==> src/rtl/valet_rtl_pkg.sv <==
`default_nettype none
// ============================================================================
// Package  : valet_rtl_pkg
// Brief    : Shared types, default widths and the lowest-free-slot encoder
//            used by the valet parking admission stage.
// Revision : 1.0
// ============================================================================
package valet_rtl_pkg;

  localparam int NUM_SLOTS_DEF = 8;
  localparam int DEPTH_DEF     = 4;
  localparam int PLATE_W_DEF   = 16;
  localparam int CYCLE_W_DEF   = 16;
  localparam int MAX_SLOTS     = 64;
  localparam int MAX_SLOT_W    = 6;

  typedef struct packed {
    logic [PLATE_W_DEF-1:0] plate;
    logic                   vip;
    logic [CYCLE_W_DEF-1:0] stamp;
  } car_entry_t;

  typedef enum logic [0:0] {
    IDLE  = 1'b0,
    OFFER = 1'b1
  } park_state_e;

  // Scans downward so the lowest free index below n wins; all-full returns 0.
  function automatic logic [MAX_SLOT_W-1:0] lowest_free(
    input logic [MAX_SLOTS-1:0] occ,
    input int                   n
  );
    logic [MAX_SLOT_W-1:0] idx;
    idx = '0;
    for (int i = MAX_SLOTS - 1; i >= 0; i--) begin
      if (i < n && !occ[i]) idx = MAX_SLOT_W'(i);
    end
    return idx;
  endfunction

endpackage
`default_nettype wire

==> src/rtl/valet_fifo.sv <==
`default_nettype none
// ============================================================================
// Module   : valet_fifo
// Brief    : Synchronous FIFO with push/pop/full/empty/count; head is read
//            combinationally from storage.
// Revision : 1.0
// ============================================================================
module valet_fifo #(
  parameter  int WIDTH = 8,
  parameter  int DEPTH = 4,
  localparam int PTR_W = $clog2(DEPTH),
  localparam int CNT_W = $clog2(DEPTH + 1)
) (
  input  logic             clk,
  input  logic             rst_n,
  input  logic             push,
  input  logic [WIDTH-1:0] push_data,
  input  logic             pop,
  output logic [WIDTH-1:0] pop_data,
  output logic             full,
  output logic             empty,
  output logic [CNT_W-1:0] count
);

  logic [WIDTH-1:0] mem_q [DEPTH];
  logic [WIDTH-1:0] mem_d [DEPTH];
  logic [PTR_W-1:0] wr_ptr_q, wr_ptr_d;
  logic [PTR_W-1:0] rd_ptr_q, rd_ptr_d;
  logic [CNT_W-1:0] count_q, count_d;
  logic             do_push, do_pop;

  assign full     = (count_q == CNT_W'(DEPTH));
  assign empty    = (count_q == '0);
  assign count    = count_q;
  assign pop_data = mem_q[rd_ptr_q];
  assign do_push  = push & ~full;
  assign do_pop   = pop & ~empty;

  always_comb begin
    mem_d = mem_q;
    if (do_push) mem_d[wr_ptr_q] = push_data;
    wr_ptr_d = wr_ptr_q + PTR_W'(do_push);
    rd_ptr_d = rd_ptr_q + PTR_W'(do_pop);
    count_d  = count_q + CNT_W'(do_push) - CNT_W'(do_pop);
  end

  always_ff @(posedge clk) begin
    mem_q <= mem_d;
  end

  always_ff @(posedge clk or negedge rst_n) begin
    if (!rst_n) begin
      wr_ptr_q <= '0;
      rd_ptr_q <= '0;
      count_q  <= '0;
    end else begin
      wr_ptr_q <= wr_ptr_d;
      rd_ptr_q <= rd_ptr_d;
      count_q  <= count_d;
    end
  end

endmodule
`default_nettype wire

==> src/rtl/valet_park_alloc.sv <==
`default_nettype none
// ============================================================================
// Module   : valet_park_alloc
// Brief    : Arrival queue plus lowest-free-slot allocator with park and
//            retrieval handshakes. VALET_VIP_PRIORITY_EN adds a VIP-first queue.
// Revision : 1.0
// ============================================================================
module valet_park_alloc
  import valet_rtl_pkg::*;
#(
  parameter  int NUM_SLOTS = NUM_SLOTS_DEF,
  parameter  int DEPTH     = DEPTH_DEF,
  parameter  int PLATE_W   = PLATE_W_DEF,
  parameter  int CYCLE_W   = CYCLE_W_DEF,
  localparam int SLOT_W    = $clog2(NUM_SLOTS),
  localparam int QCNT_W    = $clog2(2 * DEPTH + 1),
  localparam int LOT_W     = $clog2(NUM_SLOTS + 1)
) (
  input  logic               clk,
  input  logic               rst_n,
  input  logic               arr_valid,
  output logic               arr_ready,
  input  logic [PLATE_W-1:0] arr_plate,
  input  logic               arr_vip,
  output logic               park_valid,
  input  logic               park_ready,
  output logic [PLATE_W-1:0] park_plate,
  output logic               park_vip,
  output logic [SLOT_W-1:0]  park_slot,
  output logic [CYCLE_W-1:0] park_wait,
  input  logic               ret_valid,
  input  logic [SLOT_W-1:0]  ret_slot,
  output logic               ret_err,
  output logic [QCNT_W-1:0]  q_count,
  output logic [LOT_W-1:0]   lot_count,
  output logic               lot_full
);

  localparam int FCNT_W = $clog2(DEPTH + 1);

  typedef struct packed {
    logic [PLATE_W-1:0] plate;
    logic               vip;
    logic [CYCLE_W-1:0] stamp;
  } entry_t;

  park_state_e          state_q, state_d;
  logic                 park_valid_q, park_valid_d;
  logic [PLATE_W-1:0]   plate_q, plate_d;
  logic                 vip_q, vip_d;
  logic [SLOT_W-1:0]    slot_q, slot_d;
  logic [CYCLE_W-1:0]   wait_q, wait_d;
  logic [NUM_SLOTS-1:0] occ_q, occ_d;
  logic [LOT_W-1:0]     lot_cnt_q, lot_cnt_d;
  logic [CYCLE_W-1:0]   cyc_q, cyc_d;
  logic                 alive_q, alive_d;
  logic                 ret_err_q, ret_err_d;

  entry_t               push_entry, head_entry;
  logic                 arr_fire, alloc, queue_full, queue_empty;
  logic [SLOT_W-1:0]    free_slot;
  logic                 any_free, ret_in_range, ret_ok;

  assign push_entry = {arr_plate, arr_vip, cyc_q};
  assign arr_ready  = alive_q & ~queue_full;
  assign arr_fire   = arr_valid & arr_ready;

`ifdef VALET_VIP_PRIORITY_EN
  entry_t            vip_head, nrm_head;
  logic              vip_full, vip_empty, nrm_full, nrm_empty;
  logic [FCNT_W-1:0] vip_cnt, nrm_cnt;

  valet_fifo #(.WIDTH($bits(entry_t)), .DEPTH(DEPTH)) u_vip_fifo (
    .clk       (clk),
    .rst_n     (rst_n),
    .push      (arr_fire & arr_vip),
    .push_data (push_entry),
    .pop       (alloc & ~vip_empty),
    .pop_data  (vip_head),
    .full      (vip_full),
    .empty     (vip_empty),
    .count     (vip_cnt)
  );

  valet_fifo #(.WIDTH($bits(entry_t)), .DEPTH(DEPTH)) u_nrm_fifo (
    .clk       (clk),
    .rst_n     (rst_n),
    .push      (arr_fire & ~arr_vip),
    .push_data (push_entry),
    .pop       (alloc & vip_empty),
    .pop_data  (nrm_head),
    .full      (nrm_full),
    .empty     (nrm_empty),
    .count     (nrm_cnt)
  );

  // Ready must not depend on arr_vip, so either class being full stalls arrivals.
  assign queue_full  = vip_full | nrm_full;
  assign queue_empty = vip_empty & nrm_empty;
  assign head_entry  = vip_empty ? nrm_head : vip_head;
  assign q_count     = QCNT_W'(vip_cnt) + QCNT_W'(nrm_cnt);
`else
  logic [FCNT_W-1:0] fifo_cnt;

  valet_fifo #(.WIDTH($bits(entry_t)), .DEPTH(DEPTH)) u_arr_fifo (
    .clk       (clk),
    .rst_n     (rst_n),
    .push      (arr_fire),
    .push_data (push_entry),
    .pop       (alloc),
    .pop_data  (head_entry),
    .full      (queue_full),
    .empty     (queue_empty),
    .count     (fifo_cnt)
  );

  assign q_count = QCNT_W'(fifo_cnt);
`endif

  assign any_free     = ~&occ_q;
  assign free_slot    = SLOT_W'(lowest_free(MAX_SLOTS'(occ_q), NUM_SLOTS));
  assign ret_in_range = ({1'b0, ret_slot} < (SLOT_W + 1)'(NUM_SLOTS));
  // The slot under offer is still owned by the car being handed over.
  assign ret_ok       = ret_valid & ret_in_range & occ_q[ret_slot] &
                        ~((state_q == OFFER) & (ret_slot == slot_q));

  always_comb begin
    state_d      = state_q;
    park_valid_d = park_valid_q;
    plate_d      = plate_q;
    vip_d        = vip_q;
    slot_d       = slot_q;
    wait_d       = wait_q;
    occ_d        = occ_q;
    alloc        = 1'b0;
    case (state_q)
      IDLE: begin
        if (!queue_empty && any_free) begin
          alloc            = 1'b1;
          occ_d[free_slot] = 1'b1;
          plate_d          = head_entry.plate;
          vip_d            = head_entry.vip;
          slot_d           = free_slot;
          wait_d           = cyc_q - head_entry.stamp;
          park_valid_d     = 1'b1;
          state_d          = OFFER;
        end
      end
      OFFER: begin
        if (park_ready) begin
          park_valid_d = 1'b0;
          state_d      = IDLE;
        end
      end
      default: begin
        park_valid_d = 1'b0;
        state_d      = IDLE;
      end
    endcase
    if (ret_ok) occ_d[ret_slot] = 1'b0;
    ret_err_d = ret_valid & ~ret_ok;
    lot_cnt_d = lot_cnt_q + LOT_W'(alloc) - LOT_W'(ret_ok);
    cyc_d     = cyc_q + CYCLE_W'(1);
    alive_d   = 1'b1;
  end

  always_ff @(posedge clk or negedge rst_n) begin
    if (!rst_n) begin
      state_q      <= IDLE;
      park_valid_q <= 1'b0;
      plate_q      <= '0;
      vip_q        <= 1'b0;
      slot_q       <= '0;
      wait_q       <= '0;
      occ_q        <= '0;
      lot_cnt_q    <= '0;
      cyc_q        <= '0;
      alive_q      <= 1'b0;
      ret_err_q    <= 1'b0;
    end else begin
      state_q      <= state_d;
      park_valid_q <= park_valid_d;
      plate_q      <= plate_d;
      vip_q        <= vip_d;
      slot_q       <= slot_d;
      wait_q       <= wait_d;
      occ_q        <= occ_d;
      lot_cnt_q    <= lot_cnt_d;
      cyc_q        <= cyc_d;
      alive_q      <= alive_d;
      ret_err_q    <= ret_err_d;
    end
  end

  assign park_valid = park_valid_q;
  assign park_plate = plate_q;
  assign park_vip   = vip_q;
  assign park_slot  = slot_q;
  assign park_wait  = wait_q;
  assign ret_err    = ret_err_q;
  assign lot_count  = lot_cnt_q;
  assign lot_full   = (lot_cnt_q == LOT_W'(NUM_SLOTS));

endmodule
`default_nettype wire
==> config.mk <==
export PLATFORM = sky130hd
export DESIGN_NAME = valet_park_alloc
export DESIGN_NICKNAME = d
export VERILOG_FILES = /design/src/rtl/valet_rtl_pkg.sv /design/src/rtl/valet_fifo.sv /design/src/rtl/valet_park_alloc.sv
export SDC_FILE = /design/constraint.sdc
export NUM_CORES = 1
export LEC_CHECK = 0
export CAP_MARGIN = 20
export CORE_MARGIN = 2
export CORE_UTILIZATION = 52
export DETAILED_ROUTE_END_ITERATION = 8
export PLACE_DENSITY = 0.78
export SLEW_MARGIN = 20
export SYNTH_ARGS = -nofsm -noshare
export SYNTH_HDL_FRONTEND = slang
export SYNTH_SLANG_ARGS = --single-unit
==> constraint.sdc <==
create_clock -name clk -period 3.7 [get_ports clk]
set_input_delay 0.74 -clock clk [delete_from_list [all_inputs] [get_ports clk]]
set_output_delay 0.74 -clock clk [all_outputs]
set_load 0.02 [all_outputs]
# Word-level counts from Yosys, hierarchy flattened
# Cells that the tools add are included.
dict set report totals {
  word_cells 96
  ff_bits 207
  ram_bits 0
  latchBits 0
  rom_bits 0
  out_inout_bits 48
  memories 0
  inputBits 25
}
dict set report op_classes {
  addsub 8
  magnitude_cmp 7
  n_eq_ne 5
  bitwise_logic 18
  div_mod_pow 0
  mul 0
  shift 0
  reduce_logical 10
  muxes 30
}
# cell n
set op_table {}
lappend op_table {{$bwmux 132} 1}
lappend op_table {{$mux 33} 3}
lappend op_table {{$bmux 33 s2} 1}
lappend op_table {{$demux 33 s2} 1}
lappend op_table {{$mux 3} 8}
lappend op_table {{$mux 8} 3}
lappend op_table {{$add 16x1->16 const B} 1}
lappend op_table {{$sub 16x16->16} 1}
lappend op_table {{$and 1x1->1} 8}
lappend op_table {{$and 8x8->8} 1}
lappend op_table {{$lt 3x4->1 const B} 2}
lappend op_table {{$mux 1} 8}
lappend op_table {{$not 8->8} 1}
lappend op_table {{$or 8x8->8} 1}
lappend op_table {{$reduce_and 8->1} 1}
lappend op_table {{$demux 1 s3} 2}
lappend op_table {{$ge 3x1->1 const B} 2}
lappend op_table {{$ge 3x3->1 const B} 2}
lappend op_table {{$not 2->3} 2}
lappend op_table {{$not 1->1} 5}
lappend op_table {{$add 2x1->2} 2}
lappend op_table {{$add 4x1->4} 1}
lappend op_table {{$eq 4x4->1 const B} 1}
lappend op_table {{$logic_and 1x1->1} 4}
lappend op_table {{12 further kinds} 16}

# Logic depth before layout (Yosys ltp)
# Gate-level depths: netlist of the first run.
dict set report depth {
  word_depth 17
  ltp_mapped 12
  depth_no_buf 10
}

# Hierarchy
# A second synthesis of the first run with hierarchy kept.
dict set report unflattened {
  cells_unflattened 609
  area_unflattened_um2 8924.8
}
# mod area_each_um2 cells_per_inst n_inst seq_area_each_um2
set by_module_without_submodules {}
lappend by_module_without_submodules {valet_fifo 5201.2 205 1 4139.0}
lappend by_module_without_submodules {valet_park_alloc 3723.6 404 1 1701.6}

# Worst setup path after synthesis of the first run
# Ideal clock, no wire load.
dict set report synth_timing {
  kind {register -> register}
  start {register u_arr_fifo.count_q[1], in the netlist u_arr_fifo.count[1]}
  end {register u_arr_fifo.mem_q[100] in the netlist's numbering (enable)}
  required_time_ps 3229
  n_path_buf 0
  path_stages_with_launch 5
  setup_ps 471
  setup_slack_ps -576
  arrival_ps 3805
  period_less_slack_ps 4276
  path_cell_list {dfrtp_1 -> inv_1 -> a31oi_1 -> and2_0 -> nor3b_1}
}
dict set report synth_via {
  elab_chain_len 5
}
# element line
set synth_lines {}
lappend synth_lines {{from (decl)} valet_fifo.sv:29} ;# logic [CNT_W-1:0] count_q, count_d;
lappend synth_lines {{from (signal assigned)} valet_fifo.sv:59} ;# count_q <= count_d;
lappend synth_lines {{$eq 3x3->1} valet_fifo.sv:32} ;# assign full = (count_q == CNT_W'(DEPTH));
lappend synth_lines {{$not 1->1} valet_park_alloc.sv:65} ;# assign arr_ready = alive_q & ~queue_full;
lappend synth_lines {{$and 1x1->1} valet_park_alloc.sv:65}
lappend synth_lines {{net arr_ready} valet_park_alloc.sv:22} ;# output logic arr_ready,
lappend synth_lines {{$and 1x1->1} valet_park_alloc.sv:66} ;# assign arr_fire = arr_valid & arr_ready;
lappend synth_lines {{$and 1x1->1} valet_fifo.sv:36} ;# assign do_push = push & ~full;
lappend synth_lines {{to (signal assigned)} valet_fifo.sv:48} ;# mem_q <= mem_d;
lappend synth_lines {{to (decl)} valet_fifo.sv:25} ;# logic [WIDTH-1:0] mem_q [DEPTH];
# The timed path passes the listed nets, and every way through them passes these cells.
# A chain may end at the register's enable or synchronous reset.

# Final worst setup path of the first run
dict set report layout_timing {
  start {register u_arr_fifo.rd_ptr_q[0]}
  end {register wait_q[6], in the netlist park_wait[6]}
}
dict set report layout_via {
  elab_chain_len 5
}
# element line
set layout_lines {}
lappend layout_lines {{from (decl)} valet_fifo.sv:28} ;# logic [PTR_W-1:0] rd_ptr_q, rd_ptr_d;
lappend layout_lines {{from (signal assigned)} valet_fifo.sv:58} ;# rd_ptr_q <= rd_ptr_d;
lappend layout_lines {{$not 2->3 (not written as such)} valet_fifo.sv:35} ;# assign pop_data = mem_q[rd_ptr_q];
lappend layout_lines {{$bmux 33 s2} valet_fifo.sv:35}
lappend layout_lines {{$mux 33 (not written as such) (2 in series)} valet_fifo.sv:35}
lappend layout_lines {{$sub 16x16->16} valet_park_alloc.sv:144} ;# wait_d = cyc_q - head_entry.stamp;
lappend layout_lines {{to (signal assigned)} valet_park_alloc.sv:186} ;# wait_q <= wait_d;
lappend layout_lines {{to (decl)} valet_park_alloc.sv:52} ;# logic [CYCLE_W-1:0] wait_q, wait_d;
# Every way passes these cells. The select of a mux whose other input is x is not followed.

==> results.ini, run 1 <==
[final_layout]
multiInputGateArea_um2 = 2790
diodes = 0
fillerInstances = 1193
regArea_um2 = 5840
fraction_of_layout_instances_using_a_drive_strength_above_1_pct = 12.7
area.growth.synth_to_final_pct = 19.6
layout.nets = 743
finish.instance_area_um2 = 10500

[timing]
report.final.setup_viol = 0
setup_repair_after_global_routing_missed_its_margin = no
fmax_ghz = 0.326
final.hold.worst_slack_ps = 158
timing_worst_slew_pin_value_ps = 530
fin_worst_skew_ps = 23.2
slew-limit-headroom_pct = 64.3
final_hold_viols = 0
setup_total_negative_slack_ps = 0
post-route-min-period_ps = 3070
timing.final.max_slew_violations = 0
fin_crit_sh_pct = 82.9

[synthesis]
syn_area_um2 = 8820
yosysUniqueCellTypes = 56
synth_top_area_share_pct = 45.0
yosys_register_bits = 207
synthesis.yosys.warnings = 0
synthCells = 604
synth_area_leaders = sky130_fd_sc_hd__edfxtp_1 (45%), sky130_fd_sc_hd__dfrtp_1 (21%), sky130_fd_sc_hd__mux4_2 (8.4%), sky130_fd_sc_hd__nand2_1 (4.0%), sky130_fd_sc_hd__ha_1 (3.5%)
postSynthNetCount = 657
yosysSeqAreaShare_pct = 66.3
synthesis.area_per_instance_um2 = 14.6
yosysTopAreaCell = sky130_fd_sc_hd__edfxtp_1

[critical_path]
path_common_cell = sky130_fd_sc_hd__o21ai_0
critical_path_buf_inv_count = 2
criticalPathCategory = register to register
worst_path_max_delay_cell = sky130_fd_sc_hd__mux4_2
path_cells = buf_4 > mux4_2 > inv_1 > ha_1 > nor2b_4 > o31a_4 > o21ai_0 > or2b_1 > xnor2_1 > o21ai_0
setup.worst_path.start_class = register
required_time_worst_endpoint_ps = 4110
path_delay_family = compound AO/OA/AOI/OAI gates
crit_path_max_incr_delay_ps = 550
cp.arrival_ps = 3480
cp_max_fo = 15
endpoint_kind_of_the_worst_setup_timing_path = register

[clock_tree]
ctsResizeCount = 0
cts_buffer_depth = 3
hold_buffers = 0
cts-buffers-inserted = 22
root_buffer = sky130_fd_sc_hd__clkbuf_16
cts_tree = built
path_clk_slew_ps = 60
post_cts.repair.setup_buffers = 0
cts.htree.levels = 1
clock_latency_ps = 520
cts_sinks = 207

[die]
core_area_um2 = 16600
num_io_pins = 73
floorplan.initialDensity_pct = 53.2
die-height_um = 134
floorplan.rows = 47
dieWidth_um = 134
fp.dieArea_um2 = 18000

[placement]
routabilityCongestion = 0.846
buffer_ports.inserted = 71
dpl-instance-area_um2 = 9810
dp.final_hpwl_um = 10900

[grt]
number_of_antenna_violations_at_the_first_check_in_global_routing = 0
grt_pass1_wl_um = 27500
grt-ovfl-total = 0
number_of_global_route_vias_before_repair = 5370
global_route.usage.total_pct = 19.5
grt_max_degree = 76

[pwr]
power.static_leakage_nw = 4.09
cellPowerDensity_nw_per_um2 = 833
worst_ir_drop_vdd_mv = 0.508

[outcome]
outcome = finished, final reports clean

[drt]
detail_route.drc_violations = 0
drt_pass1_iterations = 5
wl_um = 17400
ant_nets = 0
via_total_after_detailed_routing = 5187
drtIter0Drc = 476
post_drt_wl_per_cell_um = 18.7
drt-vias-per-instance = 5.60

[run]
drv.max_cap_violation_count = 0

[min_path]
worstHoldPathType = input pin to async pin

[cells in the mapped netlist, drive strengths merged]
library cell,instances
mux2i,1
nor2,23
o31a,1
a2111oi,1
nand4b,1
a21oi,19
or2b,1
o32a,1
xnor2,22
o31ai,4
a21o,3
dfrtp,75
and3,6
o2111ai,2
xor2,10
o211ai,5
nand2b,3
a32oi,1
or2,3
nand3b,1
inv,32
o21ai,20
o22a,1
o21a,9
and2,2
ha,25
o21bai,1
nor3,8
nor2b,5
conb,2
a211o,1
nand3,10
nand4,6
a21boi,3
mux4,35
fa,3
a31oi,7
nand2,95
edfxtp,132
buf,10
nor4,1
nor3b,3
clkbuf,10
[cells by family after synthesis]
family                     count (synthesis)  share of synthesized area [%]
AOI/OAI and AO/OA                         79                           5.98
xor gates and xnor gates                  32                           3.18
and+or+nand+nor                          168                           8.71
DFF                                      207                           66.3
other                                      2                         0.0852
muxes                                     36                           9.14
buffers and inverters                     52                           2.43
adders and majority gates                 28                           4.23
[worst register-to-register path, stage by stage, from the launching register on]
cell and delay, ps:
sky130_fd_sc_hd__dfrtp_2 410, sky130_fd_sc_hd__buf_4 330, sky130_fd_sc_hd__mux4_2 550, sky130_fd_sc_hd__inv_1 90, sky130_fd_sc_hd__ha_1 280, sky130_fd_sc_hd__nor2b_4 160, sky130_fd_sc_hd__o31a_4 280, sky130_fd_sc_hd__o21ai_0 320
sky130_fd_sc_hd__or2b_1 280, sky130_fd_sc_hd__xnor2_1 120, sky130_fd_sc_hd__o21ai_0 160
[area by class of cell]
type | instances | share of cell area (%)
Tap cell | 220 | 2.61
Timing Repair Buffer | 82 | 7.69
Sequential cell | 207 | 55.4
Multi-Input combinational cell | 345 | 26.4
Clock buffer | 29 | 5.57
Clock inverter | 11 | 1.12
Inverter | 32 | 1.14
[where the power goes]
part | switching [mW] | leakage (nW) | internal (mW) | total (mW)
registers | 0.293 | 2.10 | 2.96 | 3.25
logic | 1.88 | 1.65 | 1.51 | 3.39
clock network | 0.876 | 0.339 | 1.26 | 2.14
total | 3.05 | 4.09 | 5.73 | 8.78
[flip-flops by register name, indices dropped and copies added, names as in the netlist]
register             flops
lot_count                4
state_q                  1
park_wait               16
u_arr_fifo.mem_q       132
cyc_q                   16
park_slot                3
alive_q                  1
ret_err                  1
park_plate              16
u_arr_fifo.wr_ptr_q      2
occ_q                    8
park_valid               1
u_arr_fifo.count         3
park_vip                 1
u_arr_fifo.rd_ptr_q      2
[per-layer routing]
metal / vias to the layer above / GRT usage (%) / share of wire (%)
li1: 2375 / - / -
met1: 2618 / 25.7 / 42
met2: 164 / 33.3 / 51
met3: 30 / 3.14 / 5.2
met4: 0 / 6.55 / 2.2
met5: - / 0 / 0
[metrics by stage]
stage / total power, mW / instances / setup slack (ps) / util, %
after floorplan: 5.53 / 604 / 502 / -
after global routing: 9.27 / 926 / 477 / 63.6
after CTS: 8.86 / 925 / 626 / 63.4
after detailed placement: 6.70 / 885 / 268 / 59.1
final: 8.78 / 926 / 631 / 63.6
after global placement: 6.55 / 885 / 337 / 59.1
[path summary, 6_finish.rpt]
path	to	cells past startpoint	start	slack [ps]
max	park_wait[6]$_DFFE_PN0N_	10	u_arr_fifo.rd_ptr_q[0]$_DFF_PN0_	630
min	ret_err$_DFF_PN0_	1	rst_n	160
max reg2reg	park_wait[6]$_DFFE_PN0N_	10	u_arr_fifo.rd_ptr_q[0]$_DFF_PN0_	630
min reg2reg	park_wait[11]$_DFFE_PN0N_	2	park_wait[11]$_DFFE_PN0N_	470
max in group asynchronous	u_arr_fifo.rd_ptr_q[0]$_DFF_PN0_	2	rst_n	2930
min in group clk	park_wait[11]$_DFFE_PN0N_	2	park_wait[11]$_DFFE_PN0N_	470
[cells in the final DEF (no fill, tap or decap), types with 10 or more instances in the layout]
cell type,instances
sky130_fd_sc_hd__o21ai_0,19
sky130_fd_sc_hd__ha_1,25
sky130_fd_sc_hd__clkdlybuf4s50_1,70
sky130_fd_sc_hd__edfxtp_1,132
sky130_fd_sc_hd__dfrtp_1,74
sky130_fd_sc_hd__xor2_1,10
sky130_fd_sc_hd__xnor2_1,22
sky130_fd_sc_hd__nor2_1,20
sky130_fd_sc_hd__clkbuf_16,22
sky130_fd_sc_hd__inv_1,31
sky130_fd_sc_hd__buf_4,11
sky130_fd_sc_hd__nand2_1,95
sky130_fd_sc_hd__mux4_2,33
sky130_fd_sc_hd__a21oi_1,19
No activity file was read; power rests on OpenSTA's default activity.
==> run 2, diff against run 1 <==
Clock period 3.7 ns to 2.53 ns, I/O delays scaled along.
==> results.ini, run 2 (synthesis gave the netlist of run 1 again) <==
[die]
core_area_um2 = 16600
die-height_um = 134
num_io_pins = 73
floorplan.rows = 47
fp.dieArea_um2 = 18000
floorplan.initialDensity_pct = 53.2
dieWidth_um = 134

[final_layout]
layout.core_utilization_pct = 67.1
layout.nets = 791
registers.top_by_ff_count = u_arr_fifo.mem_q
area.growth.synth_to_final_pct = 26.2
fraction_of_layout_instances_using_a_drive_strength_above_1_pct = 22.0
fillerInstances = 1127
final_cell_mix = sky130_fd_sc_hd__edfxtp_1 (132), sky130_fd_sc_hd__nand2_1 (95), sky130_fd_sc_hd__dfrtp_1 (72), sky130_fd_sc_hd__clkdlybuf4s50_1 (69), sky130_fd_sc_hd__buf_4 (53)
largest_reg_flops = 132
diodes = 0
mostFrequentLayoutCell = sky130_fd_sc_hd__edfxtp_1

[critical_path]
worst_reg_to_reg_cells = 9
endpoint_kind_of_the_worst_setup_timing_path = register
cp_max_fo = 4
setup.worst_path.start_class = register
cp.arrival_ps = 3050
criticalPathCategory = register to register
required_time_worst_endpoint_ps = 2900

[pwr]
power_report.internal_total_mw = 8.95
worst_ir_drop_vdd_mv = 0.793
power.switching_mw = 4.60
power.static_leakage_nw = 4.37
report.power.total_mw = 13.5
cellPowerDensity_nw_per_um2 = 1220
p_sw_share_pct = 33.9
p_comb_share_pct = 41.4
clock_power_share_pct = 23.6
power.share.sequential_pct = 35.0

[drt]
post_drt_wl_per_cell_um = 18.0
ant_nets = 0
top_layer_used = met4
wl_met2_um = 8930
wl_um = 17500
drt-vias-per-instance = 5.54
detail_route.drc_violations = 0
drt_pass1_iterations = 5
drtIter0Drc = 477
wl_met1_um = 7470
dr_wl_met3_um = 805
via_total_after_detailed_routing = 5392

[timing]
postLayoutSetupSlackWorst_ps = -158
fmax_ghz = 0.372
timing.final.max_slew_violations = 0
final_hold_viols = 0
fin_worst_skew_ps = 10.5
slew-limit-headroom_pct = 52.8
report.final.setup_viol = 8
fin_crit_sh_pct = 106
post-route-min-period_ps = 2690
timing_worst_slew_pin_value_ps = 707
setup_repair_after_global_routing_missed_its_margin = yes

[clock_tree]
root_buffer = sky130_fd_sc_hd__clkbuf_16
cts_buffer_depth = 3
cts.htree.levels = 1
cts_sinks = 207
hold_buffers = 0
cts_tree = built
cts-buffers-inserted = 21
clock_latency_ps = 490
path_clk_slew_ps = 60

[run]
drv.max_cap_violation_count = 0

[grt]
number_of_antenna_violations_at_the_first_check_in_global_routing = 0
grt_pass1_wl_um = 28600
number_of_global_route_vias_before_repair = 5615
global_route.usage.total_pct = 20.1
grt_max_degree = 57
grt-ovfl-total = 0

[min_path]
worstHoldPathType = input pin to async pin

[outcome]
outcome = finished with violations
violations = setup timing

[placement]
routabilityCongestion = 0.850
dp.final_hpwl_um = 11800
buffer_ports.inserted = 71

## run 2: worst max-delay path, stage by stage (launching register included)
cell	delay [ps]
sky130_fd_sc_hd__dfrtp_2	440
sky130_fd_sc_hd__buf_6	150
sky130_fd_sc_hd__mux4_2	550
sky130_fd_sc_hd__fa_2	410
sky130_fd_sc_hd__nor2b_4	140
sky130_fd_sc_hd__o31a_4	180
sky130_fd_sc_hd__o21ai_4	70
sky130_fd_sc_hd__a2111oi_4	320
sky130_fd_sc_hd__nor2_1	70
sky130_fd_sc_hd__a211o_1	230
## run 2: final timing paths
| check | slack, ps | end | from |
|---|---|---|---|
| max in group asynchronous | 1750 | park_plate[4]$_DFFE_PN0N_ | rst_n |
| worst min-delay path | 50 | park_wait[4]$_DFFE_PN0N_ | rst_n |
| worst max register to register | -160 | park_wait[12]$_DFFE_PN0N_ | u_arr_fifo.rd_ptr_q[0]$_DFF_PN0_ |
| worst min register to register | 470 | cyc_q[0]$_DFF_PN0_ | cyc_q[0]$_DFF_PN0_ |
| min in group clk | 470 | cyc_q[0]$_DFF_PN0_ | cyc_q[0]$_DFF_PN0_ |
| worst max-delay path | -160 | park_wait[12]$_DFFE_PN0N_ | u_arr_fifo.rd_ptr_q[0]$_DFF_PN0_ |
## run 2: metrics by stage
step                      setup WS [ps]  hold slack, ps  cells  area [um^2]  TNS [ps]
after floorplan                    -284             210    604         8900      -284
after global placement             -499             457    935        10300     -2070
after detailed placement           -634             456    935        10300     -3080
after CTS                          -148            88.3    973        11100      -669
after global routing               -240             138    973        11100     -1810
final                              -158            50.4    973        11100      -620
## run 2: final cells by class
cell class	count	area, um^2	share of cell area, %
inverters	32	120	1.08
clock buffers	26	584	5.25
repair buffers	131	1230	11.1
clock inverters	12	151	1.36
multi-input cells	345	2920	26.2
flip-flops and latches	207	5840	52.5
well taps	220	275	2.47
## run 2: power groups by stage
stage               clock network [mW]  logic, mW  registers [mW]
finish                            3.20       5.61            4.74
global route                      3.39       6.13            4.80
CTS                               3.27       5.62            4.74
detailed placement                   0       5.47            4.79
global placement                     0       5.28            4.74
floorplan                            0       3.07            5.13
## run 2: timing repair
item | in CTS | in global routing
buffers inserted | 0 | 0
gates resized for setup | 17 | 7
setup endpoints to repair | 11 | 11
pin swaps | 4 | 1
## run 2: metal layers
layer / up-vias / GRT usage, %
met5: - / 0
met4: 0 / 5.38
li1: 2476 / -
met1: 2743 / 27.5
met2: 147 / 34.3
met3: 26 / 2.53
